## src/rtl/clk_div_pkg.sv

```systemverilog
// Shared constants and types for the clock-enable divider bank.
package clk_div_pkg;

  localparam int CNT_W_DEF = 27;

  // Divisors giving the named tick rate from a 50 MHz board clock
  localparam logic [CNT_W_DEF-1:0] DIV_1HZ    = 27'd50_000_000;
  localparam logic [CNT_W_DEF-1:0] DIV_1KHZ   = 27'd50_000;
  localparam logic [CNT_W_DEF-1:0] DIV_100KHZ = 27'd500;

  typedef struct packed {
    logic [CNT_W_DEF-1:0] cnt;
    logic [CNT_W_DEF-1:0] div_act;
    logic [CNT_W_DEF-1:0] div_pend;
    logic                 src;
  } chan_state_t;

endpackage

```

## src/rtl/clk_div_chan.sv

```systemverilog
// One divider channel: counter, staged divisor/source and registered tick/square outputs.
module clk_div_chan
  import clk_div_pkg::*;
#(
  parameter int CNT_W = CNT_W_DEF
) (
  input  logic             clk,
  input  logic             rst_n,
  input  logic             wr,
  input  logic [CNT_W-1:0] wr_div,
  input  logic             wr_src,
  input  logic             restart,
  input  logic             en,
  input  logic             prev_tick,
  output logic             tick,
  output logic             clk_sq
);

  localparam logic [CNT_W-1:0] ZERO = {CNT_W{1'b0}};
  localparam logic [CNT_W-1:0] ONE  = {{(CNT_W-1){1'b0}}, 1'b1};

  logic [CNT_W-1:0] cnt_r, cnt_s;
  logic [CNT_W-1:0] div_act_r, div_act_s;
  logic [CNT_W-1:0] div_pend_r, div_pend_s;
  logic             src_act_r, src_act_s;
  logic             src_pend_r, src_pend_s;
  logic             tick_r, tick_s;
  logic             sq_r, sq_s;
  logic             adv_s;

  // Next-state: restart, stopped/paused, terminal count, count
  always_comb begin
    div_pend_s = wr ? wr_div : div_pend_r;
    src_pend_s = wr ? wr_src : src_pend_r;
    adv_s      = en & (~src_act_r | prev_tick);
    cnt_s      = cnt_r;
    div_act_s  = div_act_r;
    src_act_s  = src_act_r;
    tick_s     = 1'b0;
    sq_s       = sq_r;
    if (restart) begin
      cnt_s     = ZERO;
      sq_s      = 1'b0;
      div_act_s = div_pend_s;
      src_act_s = src_pend_s;
    end else if (div_act_r == ZERO) begin
      // A stopped channel picks up a new divisor without waiting for a terminal count
      if (div_pend_r != ZERO) begin
        div_act_s = div_pend_r;
        src_act_s = src_pend_r;
        cnt_s     = ZERO;
      end else begin
        cnt_s = cnt_r;
      end
    end else if (!adv_s) begin
      cnt_s = cnt_r;
    end else if (cnt_r == div_act_r - ONE) begin
      cnt_s     = ZERO;
      tick_s    = 1'b1;
      sq_s      = ~sq_r;
      div_act_s = div_pend_r;
      src_act_s = src_pend_r;
    end else begin
      cnt_s = cnt_r + ONE;
    end
  end

  // Channel state and output registers
  always_ff @(posedge clk or negedge rst_n) begin
    if (!rst_n) begin
      cnt_r      <= ZERO;
      div_act_r  <= ZERO;
      div_pend_r <= ZERO;
      src_act_r  <= 1'b0;
      src_pend_r <= 1'b0;
      tick_r     <= 1'b0;
      sq_r       <= 1'b0;
    end else begin
      cnt_r      <= cnt_s;
      div_act_r  <= div_act_s;
      div_pend_r <= div_pend_s;
      src_act_r  <= src_act_s;
      src_pend_r <= src_pend_s;
      tick_r     <= tick_s;
      sq_r       <= sq_s;
    end
  end

  assign tick   = tick_r;
  assign clk_sq = sq_r;

endmodule

```

## src/rtl/clk_div_bank.sv

```systemverilog
// Bank of NUM_CH programmable clock-enable generators with config decode and cfg_err.
// Define CLK_DIV_CASCADE_EN to add cfg_src, letting channel k>0 count ticks of channel k-1.
module clk_div_bank
  import clk_div_pkg::*;
#(
  parameter int NUM_CH = 4,
  parameter int CNT_W  = CNT_W_DEF,
  parameter int CH_W   = (NUM_CH > 1) ? $clog2(NUM_CH) : 1
) (
  input  logic              clk,
  input  logic              rst_n,
  input  logic              cfg_we,
  input  logic [CH_W-1:0]   cfg_ch,
  input  logic [CNT_W-1:0]  cfg_div,
`ifdef CLK_DIV_CASCADE_EN
  input  logic              cfg_src,
`endif
  input  logic              sync_restart,
  input  logic [NUM_CH-1:0] ch_en,
  output logic [NUM_CH-1:0] tick,
  output logic [NUM_CH-1:0] clk_sq,
  output logic              cfg_err
);

  localparam logic [CH_W:0] NUM_CH_V = (CH_W + 1)'(NUM_CH);

  logic              ch_oor_s;
  logic              cfg_src_s;
  logic              cfg_err_r;
  logic [NUM_CH-1:0] tick_s;

  assign ch_oor_s = ({1'b0, cfg_ch} >= NUM_CH_V);

`ifdef CLK_DIV_CASCADE_EN
  assign cfg_src_s = cfg_src;
`else
  assign cfg_src_s = 1'b0;
`endif

  // Flag writes addressed beyond the last channel
  always_ff @(posedge clk or negedge rst_n) begin
    if (!rst_n) begin
      cfg_err_r <= 1'b0;
    end else begin
      cfg_err_r <= cfg_we & ch_oor_s;
    end
  end

  for (genvar k = 0; k < NUM_CH; k++) begin : g_ch
    logic wr_s;
    logic prev_s;
    logic src_s;

    assign wr_s = cfg_we & ~ch_oor_s & (cfg_ch == CH_W'(k));

    // Channel 0 has no upstream channel to cascade from
    if (k == 0) begin : g_head
      assign prev_s = 1'b0;
      assign src_s  = 1'b0;
    end else begin : g_tail
      assign prev_s = tick_s[k-1];
      assign src_s  = cfg_src_s;
    end

    clk_div_chan #(.CNT_W(CNT_W)) u_chan (
      .clk       (clk),
      .rst_n     (rst_n),
      .wr        (wr_s),
      .wr_div    (cfg_div),
      .wr_src    (src_s),
      .restart   (sync_restart),
      .en        (ch_en[k]),
      .prev_tick (prev_s),
      .tick      (tick_s[k]),
      .clk_sq    (clk_sq[k])
    );
  end

  assign tick    = tick_s;
  assign cfg_err = cfg_err_r;

endmodule

```

## config.mk

```make
export PLATFORM = sky130hd
export DESIGN_NAME = clk_div_bank
export DESIGN_NICKNAME = d
export VERILOG_FILES = /design/src/rtl/clk_div_pkg.sv /design/src/rtl/clk_div_chan.sv /design/src/rtl/clk_div_bank.sv
export SDC_FILE = /design/constraint.sdc
export NUM_CORES = 1
export LEC_CHECK = 0
export BUFFER_PORTS_ARGS = -buffer_cell sky130_fd_sc_hd__buf_2
export CAP_MARGIN = 10
export CORE_MARGIN = 4
export CORE_UTILIZATION = 44
export DETAILED_ROUTE_END_ITERATION = 7
export MAX_ROUTING_LAYER = met4
export PLACE_DENSITY = 0.74
export SLEW_MARGIN = 20
export SYNTH_ARGS = -nofsm -noshare
export SYNTH_HDL_FRONTEND = slang
export SYNTH_SLANG_ARGS = --single-unit
```

## constraint.sdc

```tcl
create_clock -name clk -period 3.75 [get_ports clk]
set_input_delay 0 -clock clk [delete_from_list [all_inputs] [get_ports clk]]
set_output_delay 0 -clock clk [all_outputs]
set_load 0.005 [all_outputs]
```

---- Word level (Yosys, flattened, before mapping) ----
Index checks and enable logic that the tools add are counted.
storage, ports and cells
  flip-flop bits (word level) ............. 340
  output and inout bits ................... 9
  logic and storage cells ................. 207
operators by class
  add/subtract/negate cells ............... 8
  equality and inequality tests ........... 15
  muxes and demuxes ....................... 100
  bitwise logic cells ..................... 19
  reduce and logical (&&, ||, !) cells .... 37
operators with widths
  cell                                                                   number
  27-bit two-way mux                                                     44
  27-bit by 1-bit adder with 27-bit output, second input constant        4
  27-bit equality test                                                   4
  27-bit logical NOT                                                     4
  27-bit nonzero test                                                    4
  27-bit by 1-bit subtractor with 27-bit output, second input constant   4
  1-bit two-way mux                                                      56
  3-bit AND reduction                                                    8
  3-bit nonzero test                                                     8
  2-bit nonzero test                                                     8
  3-bit != test, second input constant                                   4
  1-bit bitwise AND                                                      8
  2-bit != test, second input constant                                   4
  1-bit NOT                                                              8
  2-bit AND reduction                                                    4
  2-bit equality test, second input constant                             2
  1-bit OR                                                               3
  2-bit by 1-bit equality test with 1-bit output, second input constant  1
  2-bit logical NOT                                                      1

---- Longest topological paths before layout ----
  depth in word-level cells ............... 6
  mapped depth ............................ 14

---- Hierarchy ----
Synthesis repeated with hierarchy kept, for this count alone.
unflattened totals
  cells, all modules ...................... 2218
  area, all modules ....................... 21551.9 µm²
by module, submodules not included
  module                             times used  cells each  area each (µm²)  sequential area each (µm²)
  clk_div_chan (g_ch[0].u_chan ...)  2           502         5193.7           2127.0
  clk_div_chan (g_ch[2].u_chan)      1           692         5945.7           2127.0
  clk_div_chan (g_ch[3].u_chan)      1           513         5147.4           2127.0
  clk_div_bank                       1           9           71.3             0.0

---- Least setup slack after synthesis ----
Ideal clock, no wire load.
  path type ............................... reg2reg
  start ................................... register g_ch[3].u_chan.div_act_r[6]
  end ..................................... register g_ch[3].u_chan.div_act_r[19]
  arrival time ............................ 4.030 ns
  required time ........................... 3.623 ns
  path slack .............................. -0.408 ns
  stages on the path, launching flop included .. 13
  period minus slack after synthesis ...... 4.158 ns
  cell sequence ........................... dfrtp_1 > clkbuf_1 > or4_1 > or4_1 > buf_2 > or4_1 > a2111oi_0 > nand4_1 > or4_1 > buf_2 > a21boi_4 > buf_6 > mux2_1
between the ends
  longest elaborated chain between the ends .. 4
  elaborated cells on any way between the ends .. 9
RTL lines
  element                                        line                source
  from (decl)                                    clk_div_chan.sv:23  logic [CNT_W-1:0] div_act_r, div_act_s;
  from (signal assigned)                         clk_div_chan.sv:80  div_act_r <= div_act_s;
  27-bit by 1-bit subtractor with 27-bit output  clk_div_chan.sv:57  end else if (cnt_r == div_act_r - ONE) begin
  27-bit equality test                           clk_div_chan.sv:57
  3-bit nonzero test (no source line)            --
  3-bit AND reduction (no source line)           --
Several ways; a longest one is shown, not always the timed one.
A chain may end at the register's enable or synchronous reset.

---- Worst setup path in the final report ----
  start ................................... register g_ch[3].u_chan.div_act_r[14]
  end ..................................... register g_ch[3].u_chan.sq_r
between the ends
  longest elaborated chain between the ends .. 4
  elaborated cells on any way between the ends .. 6
RTL lines
  element                                        line                source
  27-bit by 1-bit subtractor with 27-bit output  clk_div_chan.sv:57
  27-bit equality test                           clk_div_chan.sv:57
  2-bit nonzero test (no source line)            --
  3-bit AND reduction (no source line) (*)       --
  to (signal assigned)                           clk_div_chan.sv:85  sq_r <= sq_s;
  to (decl)                                      clk_div_chan.sv:28  logic sq_r, sq_s;
Every way passes the cells marked *; elsewhere a longest branch is shown, timed or not.

==> impl_metrics.env <==
export IMPL_ys_seq_area_share_pct=42.62
export IMPL_ir_worst_vdd_v=0.0004106
export IMPL_end_kind="flip-flop"
export IMPL_max_stage_delay_ns=0.54
export IMPL_first_global_vias=16020
export IMPL_syn_area_mm2=0.01996
export IMPL_area_growth_pct=14.92
export IMPL_synth_nets=2099
export IMPL_clkTransAtPathRegs_ns=0.06
export IMPL_clock_fmax_mhz=263.2
export IMPL_ys_async_sr_fraction_pct=100.0
export IMPL_critPathMaxFanout=5
export IMPL_drtIter0Drc=1280
export IMPL_drc=0
export IMPL_cts_root_buf="clkbuf_16"
export IMPL_finalCriticalPeriod_ns=3.800
export IMPL_cpMaxStageDelayCell="or4_4"
export IMPL_r2r_start="g_ch[3].u_chan.div_act_r[14]$_DFFE_PN0P_"
export IMPL_globalRouteOverflowTotal=0
export IMPL_worst_path_buf_inv=1
export IMPL_cp_arrival_ns=4.24
export IMPL_rows=77
export IMPL_clk_latency_ns=0.53
export IMPL_period_share_pct=101.3
export IMPL_firstDrtPassIters=5
export IMPL_critPathLaunch="g_ch[3].u_chan.div_act_r[14]$_DFFE_PN0P_"
export IMPL_gp_congestion=0.9104
export IMPL_synth_distinct_cells=74
export IMPL_hold_slack_ns=0.04976
export IMPL_worst_pin_slew_ns=1.106
export IMPL_dieArea_mm2=0.04884
export IMPL_setup_violations=15
export IMPL_vias=16340
export IMPL_crit_end="g_ch[3].u_chan.clk_sq$_DFFE_PN0P_"
export IMPL_hold_path_class="in2reg"
export IMPL_synth_edf_count=0
export IMPL_leakage_nw=9.620
export IMPL_grt_pass1_wl_um=86440
export IMPL_cts_htree_levels=2
export IMPL_grt_usage_pct=21.77
export IMPL_fin_worst_skew_ns=0.01907
export IMPL_nFillCells=3947
export IMPL_layout_common_cells="dfrtp_1 (340), nand2_1 (252), mux2_2 (224), nor2_1 (146), xnor2_1 (111)"
export IMPL_start_kind="flip-flop"
export IMPL_critPathKind="reg2reg"
export IMPL_start_util_pct=44.85
export IMPL_worst_slack_ns=-0.04968
export IMPL_layout_commonest_cell="dfrtp_1"
export IMPL_drt_wl_total_um=53240
export IMPL_syn_area_per_cell_um2=9.718
export IMPL_multi_input_area_mm2=0.01102
export IMPL_cp_depth=9
export IMPL_design_power_total_w=0.01154
export IMPL_maxCapViolCount=0
export IMPL_ys_flop_type="dfrtp_1"
export IMPL_post_route_cells_drive_above_1_share_pct=21.41
export IMPL_cts_inserted_buffers=37
export IMPL_ios=46
export IMPL_die_x_um=221.0
export IMPL_cts_tree="built"
export IMPL_syn_inst=2054
export IMPL_grt_max_degree=102
export IMPL_finalHoldViolations=0
export IMPL_p_per_area_mw_per_mm2=502.9
export IMPL_cts_sink_count=340
export IMPL_wl_per_cell_um=19.26
export IMPL_dpl_cell_count=2659
export IMPL_synth_yosys_warnings=0
export IMPL_fin_nets=2193
export IMPL_viasPerCell=5.912
export IMPL_critPathTopFamily="simple AND/OR/NAND/NOR gates"
export IMPL_cts_max_path_buffers=3
export IMPL_setup_tns_final_ns=-0.2063
export IMPL_cp_required_ns=4.19
export IMPL_antenna_found_initial=0
export IMPL_die_h_um=221.0
export IMPL_cpMostUsedCell="or4_4"
export IMPL_reg2reg_slack_ns=-0.05
export IMPL_route_antenna_remaining_nets=0
export IMPL_slew_violations=0
export IMPL_numPortBuffers=44
export IMPL_regArea_mm2=0.008508
export IMPL_max_slew_margin_rel_pct=26.11
export IMPL_dp_hpwl_um=36810
export IMPL_post_layout_nonfiller_instances=2764
export IMPL_rr_endpoint="g_ch[3].u_chan.clk_sq$_DFFE_PN0P_"
export IMPL_status="complete, but fails checks"
export IMPL_design_core_area_mm2=0.04451
export IMPL_rsz0062_at_grt="true"
export IMPL_rr_worst_depth=9
export IMPL_antenna_cells=0
export IMPL_path_cells="or4_4 -> or4_4 -> or4_4 -> a2111oi_4 -> nand4_1 -> or4_4 -> buf_4 -> or4_1 -> a21oi_2"
export IMPL_violations="negative setup slack"
export IMPL_ys_ff_latch=340
-- synthesized netlist by cell type, types with 15 or more instances --
cell | count | area share [%]
nand4_1 | 59 | 1.8
mux2_1 | 22 | 1.2
and3_1 | 18 | 0.56
xnor2_1 | 111 | 4.9
dfrtp_1 | 340 | 43
mux2_2 | 224 | 13
mux2i_1 | 41 | 2.1
nor4_1 | 82 | 2.6
nand2_1 | 253 | 4.8
clkbuf_1 | 73 | 1.4
o21ai_0 | 48 | 1.2
inv_1 | 49 | 0.92
nor2_1 | 147 | 2.8
or4_1 | 32 | 1.2
or3_1 | 24 | 0.75
o22ai_1 | 15 | 0.47
nor2b_1 | 15 | 0.47
nand3_1 | 78 | 2.0
nor3_1 | 63 | 1.6
a31oi_1 | 19 | 0.60
xor2_1 | 87 | 3.8
a21oi_1 | 21 | 0.53
-- sequential cells by signal, indices dropped and copies added (netlist names) --
| signal | count |
|---|---|
| g_ch.u_chan.div_pend_r | 108 |
| g_ch.u_chan.div_act_r | 108 |
| g_ch.u_chan.cnt_r | 108 |
| g_ch.u_chan.src_pend_r | 4 |
| g_ch.u_chan.clk_sq | 4 |
| g_ch.u_chan.tick | 4 |
| g_ch.u_chan.src_act_r | 4 |
-- repair_timing --
| item | CTS | global route |
|---|---|---|
| resized for setup | 3 | 20 |
| setup endpoints to repair | 24 | 121 |
| buffers inserted | 5 | 3 |
| pin swaps | 1 | 2 |
| hold endpoints to repair | 202 | 0 |
| cloned | 2 | 1 |
| hold buffers | 31 | 0 |
-- cell families after synthesis --
family	after synthesis	synth area share (%)
compound gates	199	6.870
xor+xnor	198	8.687
fa+ha+maj	8	0.5015
buf+inv	155	3.259
flops	340	42.62
mux	287	15.93
other cells	1	0.01879
simple gates	866	22.11
-- through the flow --
step           cell area [µm²]  utilization [%]  setup WS [ns]
6_report                 22940            51.54       -0.04968
5_1_grt                  22940            51.54        -0.1184
3_3_place_gp             21240            47.72       -0.02247
3_5_place_dp             21240            47.72       -0.04220
4_1_cts                  22810            51.24      -0.003672
2_1_floorplan            20130                -        -0.1322
-- worst min-delay path by stage --
stage / slack, ns / cells after the start / from / to
2_1_floorplan: -0.30 / 0 / rst_n / g_ch[0].u_chan.clk_sq$_DFFE_PN0P_
3_3_place_gp: 0.04 / 1 / rst_n / g_ch[0].u_chan.cnt_r[22]$_DFFE_PN0P_
3_5_place_dp: 0.05 / 1 / rst_n / g_ch[0].u_chan.cnt_r[22]$_DFFE_PN0P_
4_1_cts: 0.05 / 3 / ch_en[2] / g_ch[2].u_chan.tick$_DFF_PN0_
5_1_grt: 0.08 / 3 / ch_en[2] / g_ch[2].u_chan.tick$_DFF_PN0_
6_report: 0.05 / 3 / ch_en[2] / g_ch[2].u_chan.tick$_DFF_PN0_
-- report_power, final --
group | internal (W) | switching, W | total (W)
clock | 0.00206 | 0.00149 | 0.00355
combinational | 0.00149 | 0.00148 | 0.00297
sequential | 0.00423 | 0.000794 | 0.00502
-- per-layer routing --
layer	global-route usage, %	part of all wire [%]	wire length, µm
met3	3.419	6.0	3197
met4	5.557	2.6	1394
met2	34.12	46	24660
met1	29.87	45	23990
met5	-	0	0
-- final cells by class --
class	instances	share of cell area (%)
tap	592	3.229
inverter	51	0.8345
clock buffer	53	4.516
timing repair buffer	159	5.814
multi-input combinational	1559	48.04
clock inverter	10	0.4745
sequential	340	37.09
-- worst min-delay path, stage by stage --
cell and delay (ns):
buf_2 0.13, o21ai_0 0.27, nor4_1 0.13
No activity file was read; power rests on OpenSTA's default activity.
